<file path="config.mk">
export PLATFORM = sky130hd
export DESIGN_NAME = sevenseg_rx_flat
export DESIGN_NICKNAME = d
export VERILOG_FILES = /design/src/rtl/sevenseg_rx_if.sv /design/src/rtl/sevenseg_rx.sv /design/src/flat_wrapper.sv
export SDC_FILE = /design/constraint.sdc
export NUM_CORES = 1
export LEC_CHECK = 0
export CORE_ASPECT_RATIO = 0.5
export CORE_MARGIN = 4
export CORE_UTILIZATION = 57
export CTS_CLUSTER_DIAMETER = 60
export DETAILED_ROUTE_END_ITERATION = 12
export PLACE_DENSITY = 0.85
export SYNTH_ARGS = -nofsm -noshare
export SYNTH_HDL_FRONTEND = slang
export SYNTH_SLANG_ARGS = --single-unit
</file>
<file path="constraint.sdc">
create_clock -name clk -period 7.6 [get_ports clk]
set_input_delay 0.76 -clock clk [delete_from_list [all_inputs] [get_ports clk]]
set_output_delay 0.76 -clock clk [all_outputs]
set_load 0.05 [all_outputs]
</file>
<file path="src/rtl/sevenseg_rx_if.sv">
// Seven-segment display bus plus the decoded-slot results of the receiver.
// The receiver uses the slave modport; the driver side uses master.
interface sevenseg_rx_if #(
  parameter int NUM_DIGITS = 4
);
  localparam int IDX_W = (NUM_DIGITS > 1) ? $clog2(NUM_DIGITS) : 1;

  logic                    a, b, c, d, e, f, g, dp;
  logic [NUM_DIGITS-1:0]   digit;
  logic [4*NUM_DIGITS-1:0] hex_out;
  logic [NUM_DIGITS-1:0]   dp_out;
  logic [NUM_DIGITS-1:0]   valid_out;
  logic                    upd;
  logic [IDX_W-1:0]        upd_idx;
  logic                    err;

  modport master (
    output a, b, c, d, e, f, g, dp, digit,
    input  hex_out, dp_out, valid_out, upd, upd_idx, err
  );

  modport slave (
    input  a, b, c, d, e, f, g, dp, digit,
    output hex_out, dp_out, valid_out, upd, upd_idx, err
  );
endinterface

</file>
<file path="src/rtl/sevenseg_rx.sv">
// Seven-segment bus receiver: waits for the bus to settle, decodes the segment
// pattern back to hex and stores it in the slot picked by the one-hot digit select.
module sevenseg_rx #(
  parameter int NUM_DIGITS    = 4,
  parameter int STABLE_CYCLES = 4
) (
  input  logic          clk,
  input  logic          rst,
  sevenseg_rx_if.slave  bus
);
  localparam int SW    = NUM_DIGITS + 8;
  localparam int CW    = $clog2(STABLE_CYCLES + 1);
  localparam int IDX_W = (NUM_DIGITS > 1) ? $clog2(NUM_DIGITS) : 1;

  localparam logic [1:0] IDLE   = 2'd0;
  localparam logic [1:0] SETTLE = 2'd1;
  localparam logic [1:0] COMMIT = 2'd2;
  localparam logic [1:0] HOLD   = 2'd3;

  logic [SW-1:0]                 s_d, s_q;
  logic [CW-1:0]                 cnt_d, cnt_q;
  logic [1:0]                    state_d, state_q;
  logic                          first_d, first_q;
  logic [NUM_DIGITS-1:0][3:0]    hex_d, hex_q;
  logic [NUM_DIGITS-1:0]         dpo_d, dpo_q;
  logic [NUM_DIGITS-1:0]         vld_d, vld_q;
  logic                          upd_d, upd_q;
  logic [IDX_W-1:0]              idx_d, idx_q;
  logic                          err_d, err_q;
  logic                          chg;
  logic [NUM_DIGITS-1:0]         sel;
  logic [4:0]                    dec;

  // {legal, value}; anything outside the 16 glyphs decodes as illegal
  function automatic logic [4:0] seg_decode(input logic [6:0] p);
    case (p)
      7'h3F: return 5'h10;  7'h06: return 5'h11;
      7'h5B: return 5'h12;  7'h4F: return 5'h13;
      7'h66: return 5'h14;  7'h6D: return 5'h15;
      7'h7D: return 5'h16;  7'h07: return 5'h17;
      7'h7F: return 5'h18;  7'h6F: return 5'h19;
      7'h77: return 5'h1A;  7'h7C: return 5'h1B;
      7'h39: return 5'h1C;  7'h5E: return 5'h1D;
      7'h79: return 5'h1E;  7'h71: return 5'h1F;
      default: return 5'h00;
    endcase
  endfunction

  always_comb begin
    s_d     = {bus.digit, bus.g, bus.f, bus.e, bus.d, bus.c, bus.b, bus.a, bus.dp};
    // the first sample after reset is treated as a change so a blank bus still settles
    chg     = first_q || (s_d != s_q);
    first_d = 1'b0;

    cnt_d = cnt_q;
    if (chg)                              cnt_d = '0;
    else if (cnt_q != CW'(STABLE_CYCLES)) cnt_d = cnt_q + 1'b1;

    state_d = state_q;
    if (chg) state_d = SETTLE;
    else begin
      case (state_q)
        SETTLE:  if (cnt_q == CW'(STABLE_CYCLES - 1)) state_d = COMMIT;
        COMMIT:  state_d = HOLD;
        default: state_d = state_q;
      endcase
    end

    // commit acts on the settled sample still in s_q, even if the bus moves this edge
    sel   = s_q[SW-1:8];
    dec   = seg_decode(s_q[7:1]);
    hex_d = hex_q;
    dpo_d = dpo_q;
    vld_d = vld_q;
    idx_d = idx_q;
    upd_d = 1'b0;
    err_d = 1'b0;
    if (state_q == COMMIT && sel != '0) begin
      if (!$onehot(sel)) err_d = 1'b1;
      else begin
        for (int i = 0; i < NUM_DIGITS; i++) begin
          if (sel[i]) begin
            if (dec[4]) begin
              hex_d[i] = dec[3:0];
              dpo_d[i] = s_q[0];
              vld_d[i] = 1'b1;
              idx_d    = IDX_W'(i);
              upd_d    = 1'b1;
            end else begin
              vld_d[i] = 1'b0;
              err_d    = 1'b1;
            end
          end
        end
      end
    end
  end

  always_ff @(posedge clk) begin
    if (rst) begin
      s_q     <= '0;
      cnt_q   <= '0;
      state_q <= IDLE;
      first_q <= 1'b1;
      hex_q   <= '0;
      dpo_q   <= '0;
      vld_q   <= '0;
      upd_q   <= 1'b0;
      idx_q   <= '0;
      err_q   <= 1'b0;
    end else begin
      s_q     <= s_d;
      cnt_q   <= cnt_d;
      state_q <= state_d;
      first_q <= first_d;
      hex_q   <= hex_d;
      dpo_q   <= dpo_d;
      vld_q   <= vld_d;
      upd_q   <= upd_d;
      idx_q   <= idx_d;
      err_q   <= err_d;
    end
  end

  assign bus.hex_out   = hex_q;
  assign bus.dp_out    = dpo_q;
  assign bus.valid_out = vld_q;
  assign bus.upd       = upd_q;
  assign bus.upd_idx   = idx_q;
  assign bus.err       = err_q;
endmodule

</file>
<file path="src/flat_wrapper.sv">
// flat-port wrapper written by rule: the top's interface ports become plain ports
module sevenseg_rx_flat 
#(
  parameter int NUM_DIGITS    = 4,
  parameter int STABLE_CYCLES = 4
)
  (clk, rst, bus_a, bus_b, bus_c, bus_d, bus_e, bus_f, bus_g, bus_dp, bus_digit, bus_hex_out, bus_dp_out, bus_valid_out, bus_upd, bus_upd_idx, bus_err);
  sevenseg_rx_if #(.NUM_DIGITS(NUM_DIGITS)) bus_i ();
  input  logic clk;
  input  logic rst;
  input wire logic [$bits(bus_i.a)-1:0] bus_a;
  input wire logic [$bits(bus_i.b)-1:0] bus_b;
  input wire logic [$bits(bus_i.c)-1:0] bus_c;
  input wire logic [$bits(bus_i.d)-1:0] bus_d;
  input wire logic [$bits(bus_i.e)-1:0] bus_e;
  input wire logic [$bits(bus_i.f)-1:0] bus_f;
  input wire logic [$bits(bus_i.g)-1:0] bus_g;
  input wire logic [$bits(bus_i.dp)-1:0] bus_dp;
  input wire logic [$bits(bus_i.digit)-1:0] bus_digit;
  output wire logic [$bits(bus_i.hex_out)-1:0] bus_hex_out;
  output wire logic [$bits(bus_i.dp_out)-1:0] bus_dp_out;
  output wire logic [$bits(bus_i.valid_out)-1:0] bus_valid_out;
  output wire logic [$bits(bus_i.upd)-1:0] bus_upd;
  output wire logic [$bits(bus_i.upd_idx)-1:0] bus_upd_idx;
  output wire logic [$bits(bus_i.err)-1:0] bus_err;
  assign bus_i.a = bus_a;
  assign bus_i.b = bus_b;
  assign bus_i.c = bus_c;
  assign bus_i.d = bus_d;
  assign bus_i.e = bus_e;
  assign bus_i.f = bus_f;
  assign bus_i.g = bus_g;
  assign bus_i.dp = bus_dp;
  assign bus_i.digit = bus_digit;
  assign bus_hex_out = bus_i.hex_out;
  assign bus_dp_out = bus_i.dp_out;
  assign bus_valid_out = bus_i.valid_out;
  assign bus_upd = bus_i.upd;
  assign bus_upd_idx = bus_i.upd_idx;
  assign bus_err = bus_i.err;
  sevenseg_rx #(.NUM_DIGITS(NUM_DIGITS), .STABLE_CYCLES(STABLE_CYCLES)) u_core (.clk(clk), .rst(rst), .bus(bus_i));
endmodule
</file>
Yosys cells after proc, flatten, opt, wreduce, memory -nomap -nowiden
Index checks and enable logic that the tools add are counted.

word-level totals
  register bits = 46
  input bits = 14
  output and inout bits = 28
  logic and storage cells = 99

operators by class
  $add $sub $neg = 4
  equal/unequal tests = 24
  mux-type cells = 30
  bitwise operators = 2
  reduce and logical (&&, ||, !) cells = 19

operators with widths
  cell                                            number
  == test 7 bit (second input constant)           12
  one-hot mux 5 bit (16 select lines)             1
  2-to-1 mux 1 bit                                19
  2-to-1 mux 2 bit                                9
  AND reduction 4 bit                             4
  == test 7 x 3 -> 1 bit (second input constant)  2
  == test 7 x 6 -> 1 bit (second input constant)  2
  != test 12 bit                                  1
  AND reduction 3 bit                             4
  AND reduction 2 bit                             3
  adder 1 x 1 -> 2 bit                            2
  one-hot mux 2 bit (2 select lines)              1
  nonzero test 4 bit                              1
  OR reduction 2 bit                              2
  adder 3 x 1 -> 3 bit (second input constant)    1
  adder 3 bit                                     1
  == test 3 x 1 -> 1 bit (second input constant)  1
  == test 3 x 2 -> 1 bit (second input constant)  1
  != test 3 x 1 -> 1 bit (second input constant)  1
  != test 3 bit (second input constant)           1
  nonzero test 3 bit                              1
  OR reduction 3 bit                              1
  == test 2 x 1 -> 1 bit (second input constant)  1
  == test 2 bit (second input constant)           1
  5 further kinds                                 6

Logic depth before layout (Yosys ltp)
  word-level depth = 11
  depth in mapped cells = 11
  mapped depth without buffers = 9

Least setup slack after synthesis
Ideal clock, no wire load.

  path type = register -> register
  start = register u_core.s_q[10]
  end = register u_core.hex_q (netlist bit u_core.bus.hex_out[0])
  setup time = 0.121 ns
  data arrival time = 3.084 ns
  data required time = 7.479 ns
  setup slack = 4.396 ns
  cell stages (with the launch flop) = 11
  buffers on the path = 1
  period minus slack after synthesis = 3.204 ns
  cells stage by stage = dfxtp_1 -> clkbuf_1 -> inv_1 -> ha_1 -> ha_1 -> fa_1 -> or3b_2 -> nor2_1 -> nand2_1 -> a21oi_2 -> mux2_2

between the ends
  cells in the longest elaborated chain, start to end = 4
  elaborated cells on any way between the ends = 6
  classes of those cells = add/sub: 2; eq/ne: 1; reduce/logical: 3

RTL lines
  what                                        line                RTL
  from (decl)                                 sevenseg_rx.sv:20   logic [SW-1:0] s_d, s_q;
  from (signal assigned)                      sevenseg_rx.sv:101  s_q <= '0;
  from (signal assigned)                      sevenseg_rx.sv:112  s_q <= s_d;
  adder 1 x 1 -> 2 bit (implied by the code)  sevenseg_rx.sv:79   if (!$onehot(sel)) err_d = 1'b1;
  adder 3 bit (implied by the code)           sevenseg_rx.sv:79
  == test 3 x 1 -> 1 bit                      sevenseg_rx.sv:79
  AND reduction 4 bit (no source line) *      --
  to (signal assigned)                        sevenseg_rx.sv:105  hex_q <= '0;
  to (signal assigned)                        sevenseg_rx.sv:116  hex_q <= hex_d;
  to (decl)                                   sevenseg_rx.sv:24   logic [NUM_DIGITS-1:0][3:0] hex_d, hex_q;

Every way passes the cells marked *; elsewhere a longest branch is shown, timed or not.
A chain may end at the register's enable or synchronous reset.

Worst setup path in the final report
  start = register u_core.s_q[8]
  end = register u_core.hex_q (netlist bit u_core.bus.hex_out[0])

Same word-level chain as after synthesis.

==> results.sh <==
export IMPL_post_route_period_util_pct=46.9
export IMPL_dpl_cell_area_mm2=0.00283
export IMPL_ir_drop_v=0.0000765
export IMPL_num_fill_cells=308
export IMPL_synth_seq_cells=46
export IMPL_grt_max_degree=51
export IMPL_ctsHoldBuffers=0
export IMPL_syn_to_final_growth_pct=19.9
export IMPL_core_mm2=0.00400
export IMPL_dieArea_mm2=0.00544
export IMPL_synth_top_area_share_pct=37.9
export IMPL_grt_use_total_pct=22.4
export IMPL_yosysWarnings=0
export IMPL_grt_pass1_vias=1855
export IMPL_antennaDiodeCount=0
export IMPL_leakagePower_nw=1.07
export IMPL_synth_area_per_cell_um2=9.46
export IMPL_cts_buffers=5
export IMPL_cap_violations=0
export IMPL_crit_path_end_kind="flip-flop"
export IMPL_detailedRoute_firstPassIterationCount=4
export IMPL_finalSetupTns_ns=0
export IMPL_vias_per_cell=5.62
export IMPL_drc_errors=0
export IMPL_status="finished clean"
export IMPL_r2r_slack_ns=4.04
export IMPL_grt_pass1_wl_um=9290
export IMPL_synth_area_leaders="dfxtp_1 (38%), nor2b_1 (5.7%), ha_1 (5.1%)"
export IMPL_worst_pin_slew_ns=0.661
export IMPL_rows=16
export IMPL_postSynth_asyncResetShare_pct=0
export IMPL_fmax_mhz=281
export IMPL_hp_start="u_core.bus.valid_out[1]$_SDFFE_PP0P_"
export IMPL_final_util_pct=72.8
export IMPL_cts_sinks=46
export IMPL_cts_resized=0
export IMPL_die_x_um=100
export IMPL_cts_tree="yes"
export IMPL_routed_wl_um=5570
export IMPL_synthCells=257
export IMPL_vias=1933
export IMPL_final_area_mm2=0.00292
export IMPL_root_buffer="clkbuf_8"
export IMPL_place_hpwl_um=4100
export IMPL_chipHeight_um=54.2
export IMPL_setup_viol=0
export IMPL_post_cts_buffers=0
export IMPL_insertion_delay_ns=0.30
export IMPL_gp_congestion=0.814
export IMPL_syn_num_nets=282
export IMPL_final_nets=314
export IMPL_htreeDepth=2
export IMPL_io_buffers=41
export IMPL_grt_ovfl_total=0
export IMPL_num_io_pins=42
export IMPL_pwr_density_cell_mw_per_mm2=151
export IMPL_drt_antenna_violating_nets=0
export IMPL_r2r_start="u_core.s_q[8]$_SDFF_PP0_"
export IMPL_start_util_pct=60.8
export IMPL_clk_pin_slew_ns=0.09
export IMPL_crit_arrival_ns=3.76
export IMPL_relSlewSlack_pct=55.5
export IMPL_startpoint="u_core.s_q[8]$_SDFF_PP0_"
export IMPL_crit_fanout=10
export IMPL_synth_area_mm2=0.00243
export IMPL_drv_slew=0
export IMPL_finalClockSkew_ns=0.00938
export IMPL_worstSetupPathType="flip-flop to flip-flop"
export IMPL_cts_max_path_buffers=2
export IMPL_synth_seq_area_share_pct=37.9
export IMPL_rsz0062_at_grt="no"
export IMPL_finalHoldViolCount=0
export IMPL_synth_edf_count=0
export IMPL_layout_drive_gt1_share_pct=7.93
export IMPL_layout_min_cycle_time_ns=3.56
export IMPL_ys_flop_type="dfxtp_1"
export IMPL_cp_required_ns=7.79
export IMPL_antenna_found_initial=0
export IMPL_avgRoutedWirePerCell_um=16.2
export IMPL_first_iter_violations=93
export IMPL_synth_cell_type_count=55
export IMPL_worstHoldPathType="flip-flop to flip-flop"
export IMPL_synth_top_cell_by_area="dfxtp_1"
export IMPL_startpoint_type="flip-flop"
==> synth_stat cells, types with 3 or more instances <==
cell type	instances
a21oi_1	9
ha_1	10
nor2_1	7
clkbuf_1	10
dfxtp_1	46
a21o_1	3
nand2b_1	15
and3_1	3
inv_1	14
o21ai_0	4
xor2_1	12
nor3_1	3
nand3b_1	3
o32ai_1	6
nand4_1	3
nor2b_1	22
mux2_4	3
nand2_1	15
mux2i_1	12
a22oi_1	3
nand3_1	4
nor4bb_1	4
==> state kept, by name (all words and copies together), names as in the netlist <==
register and flops:
u_core.bus.hex_out 16, u_core.bus.valid_out 4, u_core.s_q 12, u_core.first_q 1, u_core.state_q 2, u_core.bus.upd 1
u_core.bus.upd_idx 2, u_core.bus.err 1, u_core.bus.dp_out 4, u_core.cnt_q 3
==> cell families after synthesis <==
family,count (synthesis),share of synthesized area [%]
flops,46,37.9
mux,18,8.18
simple gates,90,22.0
xor+xnor,14,5.04
compound gates,47,15.1
fa+ha+maj,11,5.97
buf+inv,31,5.81
==> power by group <==
part           total, mW  switching (mW)  internal [mW]
clock              0.149          0.0835         0.0650
sequential         0.255          0.0105          0.245
combinational     0.0375          0.0163         0.0212
==> cell type report <==
cell class / instances / area (um^2) / share of cell area, %
clock buffer: 6 / 72.6 / 2.49
clock inverter: 2 / 13.8 / 0.472
inverter: 14 / 52.6 / 1.80
multi-input combinational: 180 / 1370 / 47.0
sequential: 46 / 921 / 31.6
tap: 54 / 67.6 / 2.32
timing repair buffer: 42 / 418 / 14.3
==> through the flow <==
step	hold WS (ns)	setup WS, ns	power (mW)	cells
3_5_place_dp	0.468	4.15	0.298	336
2_1_floorplan	0.451	4.40	0.284	257
3_3_place_gp	0.453	4.38	0.296	336
6_report	0.478	4.04	0.441	344
4_1_cts	0.480	4.10	0.442	344
5_1_grt	0.488	3.79	0.459	344
==> placed cells by master (no fill, tap or decap), types with 3 or more instances in the layout <==
cell             synthesis  final
xor2_1                  12     12
nor3_1                   3      3
clkbuf_8                 0      5
dfxtp_1                 46     46
nand2b_1                15     15
nor4bb_1                 4      4
nor2b_1                 22     22
a22oi_1                  3      3
mux2i_1                 12     12
a21oi_1                  9      9
mux2_4                   3      3
o21ai_0                  4      4
nor2_1                   7      7
clkdlybuf4s50_1          0     41
and3_1                   3      3
o32ai_1                  6      6
nand2_1                 15     15
nand3b_1                 3      3
nand4_1                  3      3
inv_1                   14     14
nand3_1                  4      4
ha_1                    10     10
a21o_1                   3      3
==> layer usage <==
metal  GRT usage (%)  share of wire [%]  wire length, um
met1            28.8                 46             2590
met2            38.6                 48             2660
met3            4.92                5.0              278
met4            6.04               0.75               42
met5               0                  0                0
==> critical path, stage by stage (launching register included) <==
cell and delay [ns]:
dfxtp_1 0.47, inv_1 0.11, ha_1 0.30, ha_1 0.21, fa_1 0.44, or3b_2 0.49, nor2_1 0.45, nand2_1 0.27
a21oi_2 0.33, mux2_2 0.38
==> final timing paths <==
path	end	cells past startpoint
setup / recovery	u_core.bus.hex_out[0]$_SDFFE_PP0P_	9
hold / removal	u_core.bus.valid_out[1]$_SDFFE_PP0P_	2
setup reg to reg	u_core.bus.hex_out[0]$_SDFFE_PP0P_	9
hold reg to reg	u_core.bus.valid_out[1]$_SDFFE_PP0P_	2
Power figures use the tool's default switching activity.
